**src/rtl/fifo_pkg.sv**
```systemverilog
// fifo_pkg
//   Shared definitions for blocks that sit on the item FIFO read side.
//   - state_t        : read-side FSM states (IDLE, POP_WAIT, SEND)
//   - calc_nbytes    : number of output symbols per FIFO word
//   - calc_idx_width : width of a symbol index, never less than one bit
package fifo_pkg;

  typedef enum logic [1:0] {
    IDLE     = 2'd0,
    POP_WAIT = 2'd1,
    SEND     = 2'd2
  } state_t;

  function automatic int calc_nbytes(input int item_bits, input int byte_bits);
    return item_bits / byte_bits;
  endfunction

  function automatic int calc_idx_width(input int item_bits, input int byte_bits);
    int n;
    n = item_bits / byte_bits;
    return (n <= 1) ? 1 : $clog2(n);
  endfunction

endpackage

```
**src/rtl/fifo_byte_unpacker.sv**
```systemverilog
// fifo_byte_unpacker
//   Pops words from the item FIFO and replays each one as a stream of
//   BYTE_BITS-wide symbols on a valid/ready interface. A word is only popped
//   when the block is idle or is completing the last byte of the previous
//   word, so no word is ever held in a second buffer.
// Ports
//   clk, rst    : clock, asynchronous active-high reset
//   fifo_data   : FIFO read data, valid the cycle after fifo_read
//   fifo_empty  : FIFO empty flag
//   fifo_read   : combinational pop strobe
//   byte_data   : registered output symbol
//   byte_valid  : byte_data is valid
//   byte_ready  : sink accepts the symbol on byte_valid && byte_ready
//   byte_last   : byte_data is the final symbol of the word
//   busy        : block is not in IDLE
//   words_sent  : wrapping count of completely transferred words
module fifo_byte_unpacker
  import fifo_pkg::*;
#(
  parameter int ITEM_SIZE_BITS = 32,
  parameter int BYTE_BITS      = 8,
  parameter int MSB_FIRST      = 1
) (
  input  logic                      clk,
  input  logic                      rst,
  input  logic [ITEM_SIZE_BITS-1:0] fifo_data,
  input  logic                      fifo_empty,
  output logic                      fifo_read,
  output logic [BYTE_BITS-1:0]      byte_data,
  output logic                      byte_valid,
  input  logic                      byte_ready,
  output logic                      byte_last,
  output logic                      busy,
  output logic [15:0]               words_sent
);

  localparam int NBYTES = calc_nbytes(ITEM_SIZE_BITS, BYTE_BITS);
  localparam int IDX_W  = calc_idx_width(ITEM_SIZE_BITS, BYTE_BITS);
  localparam logic [IDX_W-1:0] LAST_IDX = IDX_W'(NBYTES - 1);

  if (ITEM_SIZE_BITS % BYTE_BITS != 0) begin : g_bad_width
    $fatal(1, "ITEM_SIZE_BITS must be a multiple of BYTE_BITS");
  end

  state_t                    state_r;
  state_t                    next_state_s;
  logic [ITEM_SIZE_BITS-1:0] shift_r;
  logic [ITEM_SIZE_BITS-1:0] shift_next_s;
  logic [IDX_W-1:0]          idx_r;
  logic [BYTE_BITS-1:0]      byte_data_r;
  logic                      byte_valid_r;
  logic                      byte_last_r;
  logic                      busy_r;
  logic [15:0]               words_sent_r;
  logic                      fifo_read_s;
  logic                      load_s;
  logic                      advance_s;
  logic                      handshake_s;
  logic                      last_hs_s;

  // The symbol to present next always sits at the "leading" end of the word,
  // so the shift register is moved towards that end after each handshake.
  function automatic logic [BYTE_BITS-1:0] lead_byte(input logic [ITEM_SIZE_BITS-1:0] word);
    if (MSB_FIRST != 0) begin
      return word[ITEM_SIZE_BITS-1 -: BYTE_BITS];
    end else begin
      return word[BYTE_BITS-1:0];
    end
  endfunction

  // Shifted copy of the word used when advancing to the next symbol.
  always_comb begin
    if (MSB_FIRST != 0) begin
      shift_next_s = shift_r << BYTE_BITS;
    end else begin
      shift_next_s = shift_r >> BYTE_BITS;
    end
  end

  // Next-state logic, pop strobe and datapath control.
  always_comb begin
    next_state_s = state_r;
    fifo_read_s  = 1'b0;
    load_s       = 1'b0;
    advance_s    = 1'b0;
    handshake_s  = byte_valid_r && byte_ready;
    last_hs_s    = handshake_s && byte_last_r;
    case (state_r)
      IDLE: begin
        if (!fifo_empty) begin
          fifo_read_s  = 1'b1;
          next_state_s = POP_WAIT;
        end else begin
          next_state_s = IDLE;
        end
      end
      POP_WAIT: begin
        // FIFO read latency: data requested last cycle is on fifo_data now.
        load_s       = 1'b1;
        next_state_s = SEND;
      end
      SEND: begin
        if (last_hs_s) begin
          // Back-to-back pop keeps the gap between words to a single cycle.
          if (!fifo_empty) begin
            fifo_read_s  = 1'b1;
            next_state_s = POP_WAIT;
          end else begin
            next_state_s = IDLE;
          end
        end else if (handshake_s) begin
          advance_s    = 1'b1;
          next_state_s = SEND;
        end else begin
          next_state_s = SEND;
        end
      end
      default: begin
        next_state_s = IDLE;
      end
    endcase
  end

  // FSM state, shift register, output registers and word counter.
  always_ff @(posedge clk or posedge rst) begin
    if (rst) begin
      state_r      <= IDLE;
      shift_r      <= {ITEM_SIZE_BITS{1'b0}};
      idx_r        <= {IDX_W{1'b0}};
      byte_data_r  <= {BYTE_BITS{1'b0}};
      byte_valid_r <= 1'b0;
      byte_last_r  <= 1'b0;
      busy_r       <= 1'b0;
      words_sent_r <= 16'd0;
    end else begin
      state_r <= next_state_s;
      busy_r  <= (next_state_s != IDLE);
      if (load_s) begin
        shift_r      <= fifo_data;
        idx_r        <= {IDX_W{1'b0}};
        byte_data_r  <= lead_byte(fifo_data);
        byte_valid_r <= 1'b1;
        byte_last_r  <= (LAST_IDX == {IDX_W{1'b0}});
      end else if (advance_s) begin
        shift_r     <= shift_next_s;
        idx_r       <= idx_r + IDX_W'(1);
        byte_data_r <= lead_byte(shift_next_s);
        byte_last_r <= ((idx_r + IDX_W'(1)) == LAST_IDX);
      end else if (last_hs_s) begin
        byte_valid_r <= 1'b0;
        byte_last_r  <= 1'b0;
      end
      if (last_hs_s) begin
        words_sent_r <= words_sent_r + 16'd1;
      end
    end
  end

  assign fifo_read  = fifo_read_s && !rst;
  assign byte_data  = byte_data_r;
  assign byte_valid = byte_valid_r;
  assign byte_last  = byte_last_r;
  assign busy       = busy_r;
  assign words_sent = words_sent_r;

endmodule
```
**config.mk**
```make
export PLATFORM = sky130hd
export DESIGN_NAME = fifo_byte_unpacker
export DESIGN_NICKNAME = d
export VERILOG_FILES = /design/src/rtl/fifo_pkg.sv /design/src/rtl/fifo_byte_unpacker.sv
export SDC_FILE = /design/constraint.sdc
export NUM_CORES = 1
export LEC_CHECK = 0
export ABC_CLOCK_PERIOD_IN_PS = 3350
export BUFFER_PORTS_ARGS = -buffer_cell sky130_fd_sc_hd__clkbuf_2
export CORE_UTILIZATION = 45
export CTS_BUF_LIST = sky130_fd_sc_hd__clkbuf_16
export CTS_CLUSTER_SIZE = 12
export DETAILED_ROUTE_END_ITERATION = 10
export PLACE_DENSITY = 0.7
export RECOVER_POWER = 25
export SLEW_MARGIN = 10
export SYNTH_ARGS = -nofsm -noshare
export SYNTH_HDL_FRONTEND = slang
export SYNTH_SLANG_ARGS = --single-unit
```
**constraint.sdc**
```tcl
create_clock -name clk -period 3.35 [get_ports clk]
set_input_delay 0.335 -clock clk [delete_from_list [all_inputs] [get_ports clk]]
set_output_delay 0.335 -clock clk [all_outputs]
set_load 0.005 [all_outputs]
```
==> results of run 1 <==
kinds of logic after synthesis:
family	synth area share, %
and+or+nand+nor	20.21
muxes	0.9042
buffers and inverters	2.500
xor gates and xnor gates	5.585
AOI/OAI and AO/OA	11.22
DFF	58.51
adders and majority gates	1.064
power breakdown:
group | leakage [nW] | internal [mW] | switching, mW | total [mW]
clock network | 0.0900 | 0.428 | 0.225 | 0.653
logic | 0.734 | 0.266 | 0.382 | 0.648
registers | 0.709 | 0.896 | 0.154 | 1.05
layout by cell type (no fill, tap or decap), drive strengths merged, types with 2 or more instances in the layout:
master	count
nand2	74
clkbuf	69
dfrtp	55
a22oi	24
o21ai	10
xnor2	10
nand4	6
nand3	6
xor2	5
inv	4
and3	3
nor3	3
nand2b	2
nor2	2
ha	2
bufinv	2
per-layer routing:
layer	GRT usage, %	vias to the layer above	part of all wire [%]
met3	3.388	5	4.2
met4	7.547	0	1.2
li1	-	892	-
met1	25.33	852	48
met2	27.98	45	47
met5	0	-	0
state kept, by name, summed over array words and instances, names as in the netlist:
| register | flops |
|---|---|
| shift_r | 24 |
| words_sent | 16 |
| byte_data | 8 |
| idx_r | 2 |
| state_r | 2 |
| busy | 1 |
| byte_last | 1 |
| byte_valid | 1 |
final cells by class:
class	count	area (um2)
inverters	4	15.01
repair buffers	65	327.8
clock buffers	5	125.1
clock inverters	3	67.56
fillers	434	1953
well taps	67	83.83
flip-flops and latches	55	1376
multi-input cells	157	930.9
stage by stage:
step	total power, mW	area, um2	setup slack, ns	util (%)
2_1_floorplan	1.486	2352	1.249	-
3_3_place_gp	1.680	2731	1.382	55.97
3_5_place_dp	1.709	2731	1.291	55.97
4_1_cts	2.378	2924	1.280	59.92
5_1_grt	2.526	2927	1.078	59.97
6_report	2.351	2927	1.277	59.97
worst paths after layout:
check                      slack (ns)  cells past startpoint              to
max                              1.28                      3        idx_r[0]
min                              0.23                      2      state_r[0]
max reg2reg                      1.28                      3        idx_r[0]
min reg2reg                      0.47                      1  words_sent[15]
max in group asynchronous        1.99                      3     shift_r[15]
min in group asynchronous        0.57                      3     shift_r[12]
==> run metrics, run 1 <==
post-synthesis area per instance 10.41 um2; PostCTS Resize Cnt 0; Num CTS Buffers 5; worst clock skew 0.005868 ns; HP Class in -> reg; initial antenna violation count 0; layout cells sized above 1 28.03%; WL final 4.721 mm; dpl hpwl 3.166 mm; Worst slew margin 11.05%; CP startpoint state_r[1]; Final Instance Count excl. Fillers 356; RSZ-0062 raised after global routing false; gr usage total 18.14%; vias in the first global route 1683; MaxCap Viol Count 0; CP max stage delay 0.83 ns; Buf/Inv on CP 0; Syn Nets 264; CP endpoint kind flip-flop; I/O pin count 64; Die H 74.30 um; Async S/R FF share, synth 100.0%; Gate Count Post-Synth 226; worst skew pair latency 0.29 ns; first-pass GRT wire length 7.493 mm; CTS max path bufs 2; clock slew at reported path FFs 0.07 ns; Max Slew Vio Count 0; Final TNS setup 0 ns; DR WL/cell 13.26 um; Tcrit/Tclk final 61.89%; die extent in x 74.30 um; leading area contributor after synthesis dfrtp_1; Final Hold Fails 0; run status finished clean; Worst EP arrival 2.30 ns; reg2reg start state_r[1]; PortBufs 63; die footprint 5520 um2; register bit count reported by yosys 55; first-iteration detailed-routing DRC count 113; FP Rows 25; Core Region 4880 um2; cell breakdown of the critical path nand2b_1 -> o31a_1 -> mux2_2; Via-to-Cell Ratio 5.039; Crit Path Category reg -> reg; family with the most delay on the worst path compound AO/OA/AOI/OAI gates; largest cells by area after synthesis dfrtp_1 59%, nand2_1 12%, a22oi_1 7.7%; Hold Slack 0.2264 ns; Seq/Total Area, Yosys 58.51%; routed vias 1794; Cell Pwr Density 803.2 nW/um2; Syn Std Cell Area 2352 um2; CTS tree done; Slew @ Worst Pin 1.334 ns; slowest CP cell o31a_1; YS warnings 0; n_diodes 0; dpl cells 348; Fmax achieved 0.4823 GHz; synth unique cells 29; DRT antenna net count 0; Layout area overhead 24.42%; critical path peak fanout 25; drt drc 0; postcts setup bufs 0; area share of the largest cell type after synthesis 58.51%; drt pass-1 iters 4; post-cts hold buffer count 0; CP Data Required Time 3.57 ns; Final setup violation count 0; nets 326; EDFF count, synth 0; Root Buffer clkbuf_16; largest net degree at the start of global routing 56; maximum vdd drop 604.6 uV; top-count cell post-synth nand2_1; # clock sinks 55; Leakage 1.532 nW; ys flop type dfrtp_1; GP Congestion 0.7327; GR Overflow Total 0; HP Start fifo_empty; Tmin final 2.073 ns; H-tree depth 2; starting density of the core 48.21%; Startpoint Class flip-flop; Synth top cells by count 74 x nand2_1, 55 x dfrtp_1, 24 x a22oi_1
Power figures use the tool's default switching activity.
==> run 2: changes to the inputs <==
--- a/config.mk
+++ b/config.mk
@@ -5,13 +5,14 @@
 export SDC_FILE = /design/constraint.sdc
 export NUM_CORES = 1
 export LEC_CHECK = 0
-export ABC_CLOCK_PERIOD_IN_PS = 3350
+export ABC_AREA = 1
+export ABC_CLOCK_PERIOD_IN_PS = 1700
 export BUFFER_PORTS_ARGS = -buffer_cell sky130_fd_sc_hd__clkbuf_2
 export CORE_UTILIZATION = 45
 export CTS_BUF_LIST = sky130_fd_sc_hd__clkbuf_16
 export CTS_CLUSTER_SIZE = 12
 export DETAILED_ROUTE_END_ITERATION = 10
-export PLACE_DENSITY = 0.7
+export PLACE_DENSITY = 0.72
 export RECOVER_POWER = 25
 export SLEW_MARGIN = 10
 export SYNTH_ARGS = -nofsm -noshare
==> constraint.sdc (replaced) <==
create_clock -name clk -period 1.7 [get_ports clk]
set_input_delay 0.17 -clock clk [delete_from_list [all_inputs] [get_ports clk]]
set_output_delay 0.17 -clock clk [all_outputs]
set_load 0.005 [all_outputs]
==> run 2 against run 1 <==
Against the previous run:
- die area up 6.3%
- maximum frequency up 41%
- sequential share of layout area down 1.7 points
- clock power up 73%
- sequential power up 92%
- largest cell class unchanged
- largest power group unchanged
==> run metrics, run 2 <==
Hold Slack 0.07508 ns; Root Buffer clkbuf_16; reg2reg start byte_valid; Tmin final 1.474 ns; Layout area overhead 21.34%; Biggest register shift_r; critical path peak fanout 33; DR top layer met4; worst hold path depth 3; starting density of the core 47.80%; max FFs per register 24; Die H 76.59 um; worst skew pair latency 0.29 ns; Startpoint Class flip-flop; WL final 5.035 mm; FP Rows 26; commonest non-fill, non-tap cell in the layout nand2_1; die extent in x 76.59 um; total power 4.323 mW; dpl cells 435; Worst slew margin 27.84%; die footprint 5866 um2; CTS tree done; n_diodes 0; r2r endpoint shift_r[23]; first-iteration detailed-routing DRC count 143; Fmax achieved 0.6786 GHz; post-synthesis area per instance 8.129 um2; Final Hold Fails 0; drt pass-1 iters 4; Synth top cells by count 142 x nand2_1, 55 x dfrtp_1, 34 x nand3_1; Async S/R FF share, synth 100.0%; DP Worst Slack 0.2311 ns; WL met2 2.381 mm; # clock sinks 55; Slew @ Worst Pin 1.081 ns; Seq/Total Area, Yosys 54.97%; Syn Std Cell Area 2504 um2; HP Class in -> reg; CP Data Required Time 1.93 ns; I/O pin count 64; run status finished clean; PortBufs 63; ys flop type dfrtp_1; worst-case hold path end point shift_r[0]; largest cells by area after synthesis dfrtp_1 55%, nand2_1 21%, nand3_1 6.8%; DR WL/cell 11.34 um; final core utilization 58.00%; post-cts hold buffer count 1; Crit Path Category reg -> reg; R2R Setup Slk 0.23 ns; Leakage 1.644 nW; Final Instance Count excl. Fillers 444; Syn Nets 346; worst clock skew 0.003368 ns; PostCTS Resize Cnt 0; commonest non-fill, non-tap cells in the layout 142 x nand2_1, 59 x clkbuf_2, 55 x dfrtp_1, 34 x nand3_1, 21 x inv_1; leading area contributor after synthesis dfrtp_1; top-count cell post-synth nand2_1; GP Congestion 0.7949; largest net degree at the start of global routing 34; gr usage total 18.99%; Register-to-Register Path Depth 7; Cell Pwr Density 1423 nW/um2; HP Start fifo_data[0]; DRT antenna net count 0; routed vias 2094; Max Slew Vio Count 0; post-route cell area 3038 um2; slowest CP cell dfrtp_1; Core Region 5238 um2; cell breakdown of the critical path nand2_2 -> nor2_1 -> nand2_1 -> nand2_2 -> inv_2 -> nand2_1 -> nand3_1; CP max stage delay 0.42 ns; Num CTS Buffers 5; postcts setup bufs 0; initial antenna violation count 0; layout cells sized above 1 20.32%; CP endpoint kind flip-flop; register bit count reported by yosys 55; met3 WL 238 um; Gate Count Post-Synth 308; clock slew at reported path FFs 0.07 ns; vias in the first global route 1950; Via-to-Cell Ratio 4.716; CTS max path bufs 2; dpl hpwl 3.523 mm; H-tree depth 2; Tcrit/Tclk final 86.68%; maximum vdd drop 852.8 uV; final worst setup slack 0.2264 ns; EDFF count, synth 0; wire length on met1 2.344 mm; GR Overflow Total 0; MaxCap Viol Count 0; Final TNS setup 0 ns; area share of the largest cell type after synthesis 54.97%; first-pass GRT wire length 8.838 mm; YS warnings 0; Layout fillers 505; Final setup violation count 0; nets 411; Placement Cell Area 2869 um2; synth unique cells 22; RSZ-0062 raised after global routing false; Worst EP arrival 1.70 ns; drt drc 0
[run 2: cell types whose count changed after synthesis, moves of 5 or more]
cell,previous run,this run
nand2_1,74,142
nand3_1,5,34
a22oi_1,24,0
nor2_1,2,20
inv_1,4,21
xnor2_1,10,4
clkbuf_1,7,2
nand4_1,6,1
o21ai_0,10,5
[run 2: area by class of cell]
cell class	instances	area (um2)	area share, %
sequential	55	1376	45.30
multi-input combinational	221	972.2	32.00
timing repair buffer	66	347.8	11.45
clock buffer	5	125.1	4.119
inverter	24	90.09	2.965
tap	70	87.58	2.883
clock inverter	3	38.79	1.277
[run 2: where the power goes]
group / switching [mW] / total [mW] / internal (mW) / leakage (nW)
logic: 0.721 / 1.17 / 0.450 / 0.857
clock network: 0.441 / 1.13 / 0.687 / 0.0812
registers: 0.263 / 2.02 / 1.76 / 0.706
total: 1.43 / 4.32 / 2.90 / 1.64
[run 2: metal layers]
| layer | up-vias | global-route usage [%] |
|---|---|---|
| met5 | - | 0 |
| met4 | 0 | 6.346 |
| met3 | 6 | 4.431 |
| met2 | 52 | 30.72 |
| met1 | 948 | 25.12 |
| li1 | 1088 | - |
[run 2: how the worst max path moves through the flow]
stage	slack, ns	cells past startpoint	start	to
6_report	0.23	7	byte_valid	shift_r[23]
5_1_grt	0.07	7	byte_valid	shift_r[2]
4_1_cts	0.22	7	byte_valid	shift_r[23]
3_5_place_dp	0.23	7	byte_valid	shift_r[23]
3_3_place_gp	0.31	7	byte_valid	shift_r[23]
2_1_floorplan	0.19	1	rst	busy
[run 2: worst max-delay path: cells and delay by family, from the launching register on]
kind / cells / cell delay, ns
and+or+nand+nor: 6 / 0.57
DFF: 1 / 0.42
buffers and inverters: 1 / 0.41
[run 2: cell families (layout without fill, tap and decap cells)]
kind of cell               Yosys count  after routing  share of synthesized area [%]
and+or+nand+nor                    204            204                          33.53
DFF                                 55             55                          54.97
buffers and inverters               32             98                          6.197
xor gates and xnor gates             8              8                          2.798
AOI/OAI and AO/OA                    7              7                          1.499
adders and majority gates            2              2                         0.9993
==> run 3: changes to the inputs <==
--- a/config.mk
+++ b/config.mk
@@ -5,14 +5,14 @@
 export SDC_FILE = /design/constraint.sdc
 export NUM_CORES = 1
 export LEC_CHECK = 0
-export ABC_AREA = 1
+export ABC_AREA = 0
 export ABC_CLOCK_PERIOD_IN_PS = 1700
 export BUFFER_PORTS_ARGS = -buffer_cell sky130_fd_sc_hd__clkbuf_2
 export CORE_UTILIZATION = 45
 export CTS_BUF_LIST = sky130_fd_sc_hd__clkbuf_16
 export CTS_CLUSTER_SIZE = 12
 export DETAILED_ROUTE_END_ITERATION = 10
-export PLACE_DENSITY = 0.72
+export PLACE_DENSITY = 0.73
 export RECOVER_POWER = 25
 export SLEW_MARGIN = 10
 export SYNTH_ARGS = -nofsm -noshare
==> run 3 against run 2 <==
Against the previous run:
- sequential share of layout area grew 0.92 points
- utilization grew 3.1 points
- final cell count shrank 18%
- via count shrank 15%
- worst setup slack lost 0.13 ns
- critical path depth shrank 3
- final area shrank 1.8%
- hold slack gained 0.0058 ns
- register-to-register slack gained 0.03 ns
- count of clock-buffer cells in the layout is the same
- first-iteration DRC count shrank 24%
- highest routed layer unchanged
==> run metrics, run 3 (synthesis gave the netlist of run 1 again) <==
Die H 74.30 um; maximum vdd drop 895.3 uV; first-iteration detailed-routing DRC count 108; Fmax achieved 0.6233 GHz; CTS tree done; vias in the first global route 1711; Worst slew margin 13.52%; worst clock skew 0.005332 ns; first-pass GRT wire length 8.010 mm; Tcrit/Tclk final 94.38%; max FFs per register 24; Final setup violation count 0; die footprint 5520 um2; DR WL/cell 13.17 um; H-tree depth 2; post-route cell area 2983 um2; Crit Path Category reg -> out; Placement Cell Area 2778 um2; run status finished clean; layout cells sized above 1 30.17%; clock slew at reported path FFs 0.06 ns; commonest non-fill, non-tap cells in the layout 74 x nand2_1, 63 x clkbuf_2, 53 x dfrtp_1, 24 x a22oi_1; HP Class in -> reg; die extent in x 74.30 um; met3 WL 195 um; commonest non-fill, non-tap cell in the layout nand2_1; dpl hpwl 3.193 mm; PortBufs 63; nets 332; Leakage 1.559 nW; initial antenna violation count 0; Worst EP arrival 1.43 ns; Biggest register shift_r; Tmin final 1.604 ns; wire length on met1 2.257 mm; Num CTS Buffers 5; Core Region 4880 um2; I/O pin count 64; Layout area overhead 26.81%; # clock sinks 55; worst skew pair latency 0.29 ns; Final Hold Fails 0; Via-to-Cell Ratio 4.939; final core utilization 61.13%; total power 4.709 mW; GP Congestion 0.7371; drt pass-1 iters 4; Startpoint Class flip-flop; routed vias 1788; WL final 4.769 mm; gr usage total 19.23%; critical path peak fanout 9; Root Buffer clkbuf_16; WL met2 2.255 mm; GR Overflow Total 0; Max Slew Vio Count 0; CP Data Required Time 1.53 ns; Slew @ Worst Pin 1.297 ns; MaxCap Viol Count 0; DRT antenna net count 0; drt drc 0; FP Rows 25; largest net degree at the start of global routing 56; CTS max path bufs 2; n_diodes 0; starting density of the core 48.21%; DR top layer met4; Final TNS setup 0 ns; RSZ-0062 raised after global routing false; CP endpoint kind primary output; Cell Pwr Density 1579 nW/um2
run 3: cell types whose count changed in the layout (fill, tap and decap cells not counted), sizes merged, moves of 2 or more:
cell,change
xnor2,+6
nor3,+3
nand2,-70
clkinv,-2
nand3,-29
nand2b,+2
inv,-20
and3,+3
nor2,-19
buf,+5
o21ai,+4
a22oi,+24
nand4,+5
nand3b,-2
run 3: repair_timing:
item	CTS	global route
setup buffers	0	2
hold buffers	0	0
resized for setup	2	1
pin swaps	0	0
endpoints found under the setup margin	1	1
gates cloned	0	0
run 3: critical path: stages (launching register included):
cell and delay, ns:
dfrtp_2 0.43, nand3_4 0.16, a211oi_2 0.29, and2_1 0.16, clkbuf_2 0.11
run 3: per-layer routing:
layer,global-route usage (%),vias to the layer above
met5,0,-
met4,6.289,0
met3,4.201,6
met2,28.48,37
met1,28.27,836
li1,-,909
run 3: area by class of cell:
cell class / instances / area, um2
fill: 428 / 1897
inverter: 4 / 16.27
clock inverter: 3 / 63.81
multi-input combinational: 157 / 930.9
tap: 67 / 83.83
clock buffer: 5 / 125.1
timing repair buffer: 71 / 384.1
sequential: 55 / 1379
run 3: final timing paths:
kind,startpoint,endpoint,cells after the start,slack (ns)
hold reg to reg,byte_data[3],byte_data[3],2,0.48
min in group asynchronous,rst,words_sent[2],3,0.32
hold / removal,fifo_empty,state_r[0],2,0.08
setup / recovery,byte_last,fifo_read,4,0.1
setup reg to reg,state_r[0],shift_r[20],5,0.26
max in group asynchronous,rst,byte_last,3,0.49
run 3: through the flow:
| stage | instances | hold WS (ns) | setup slack (ns) |
|---|---|---|---|
| 6_report | 362 | 0.08088 | 0.09561 |
| 5_1_grt | 362 | 0.07045 | 0.009331 |
| 3_3_place_gp | 352 | 0.3689 | 0.2625 |
| 4_1_cts | 360 | 0.06853 | 0.05855 |
| 2_1_floorplan | 226 | 0.2467 | 0.2288 |
| 3_5_place_dp | 352 | 0.3733 | 0.2031 |
run 3: report_power, final:
part	internal, mW	switching (mW)
registers	1.77	0.294
clock network	0.838	0.434
logic	0.599	0.774
total	3.21	1.50
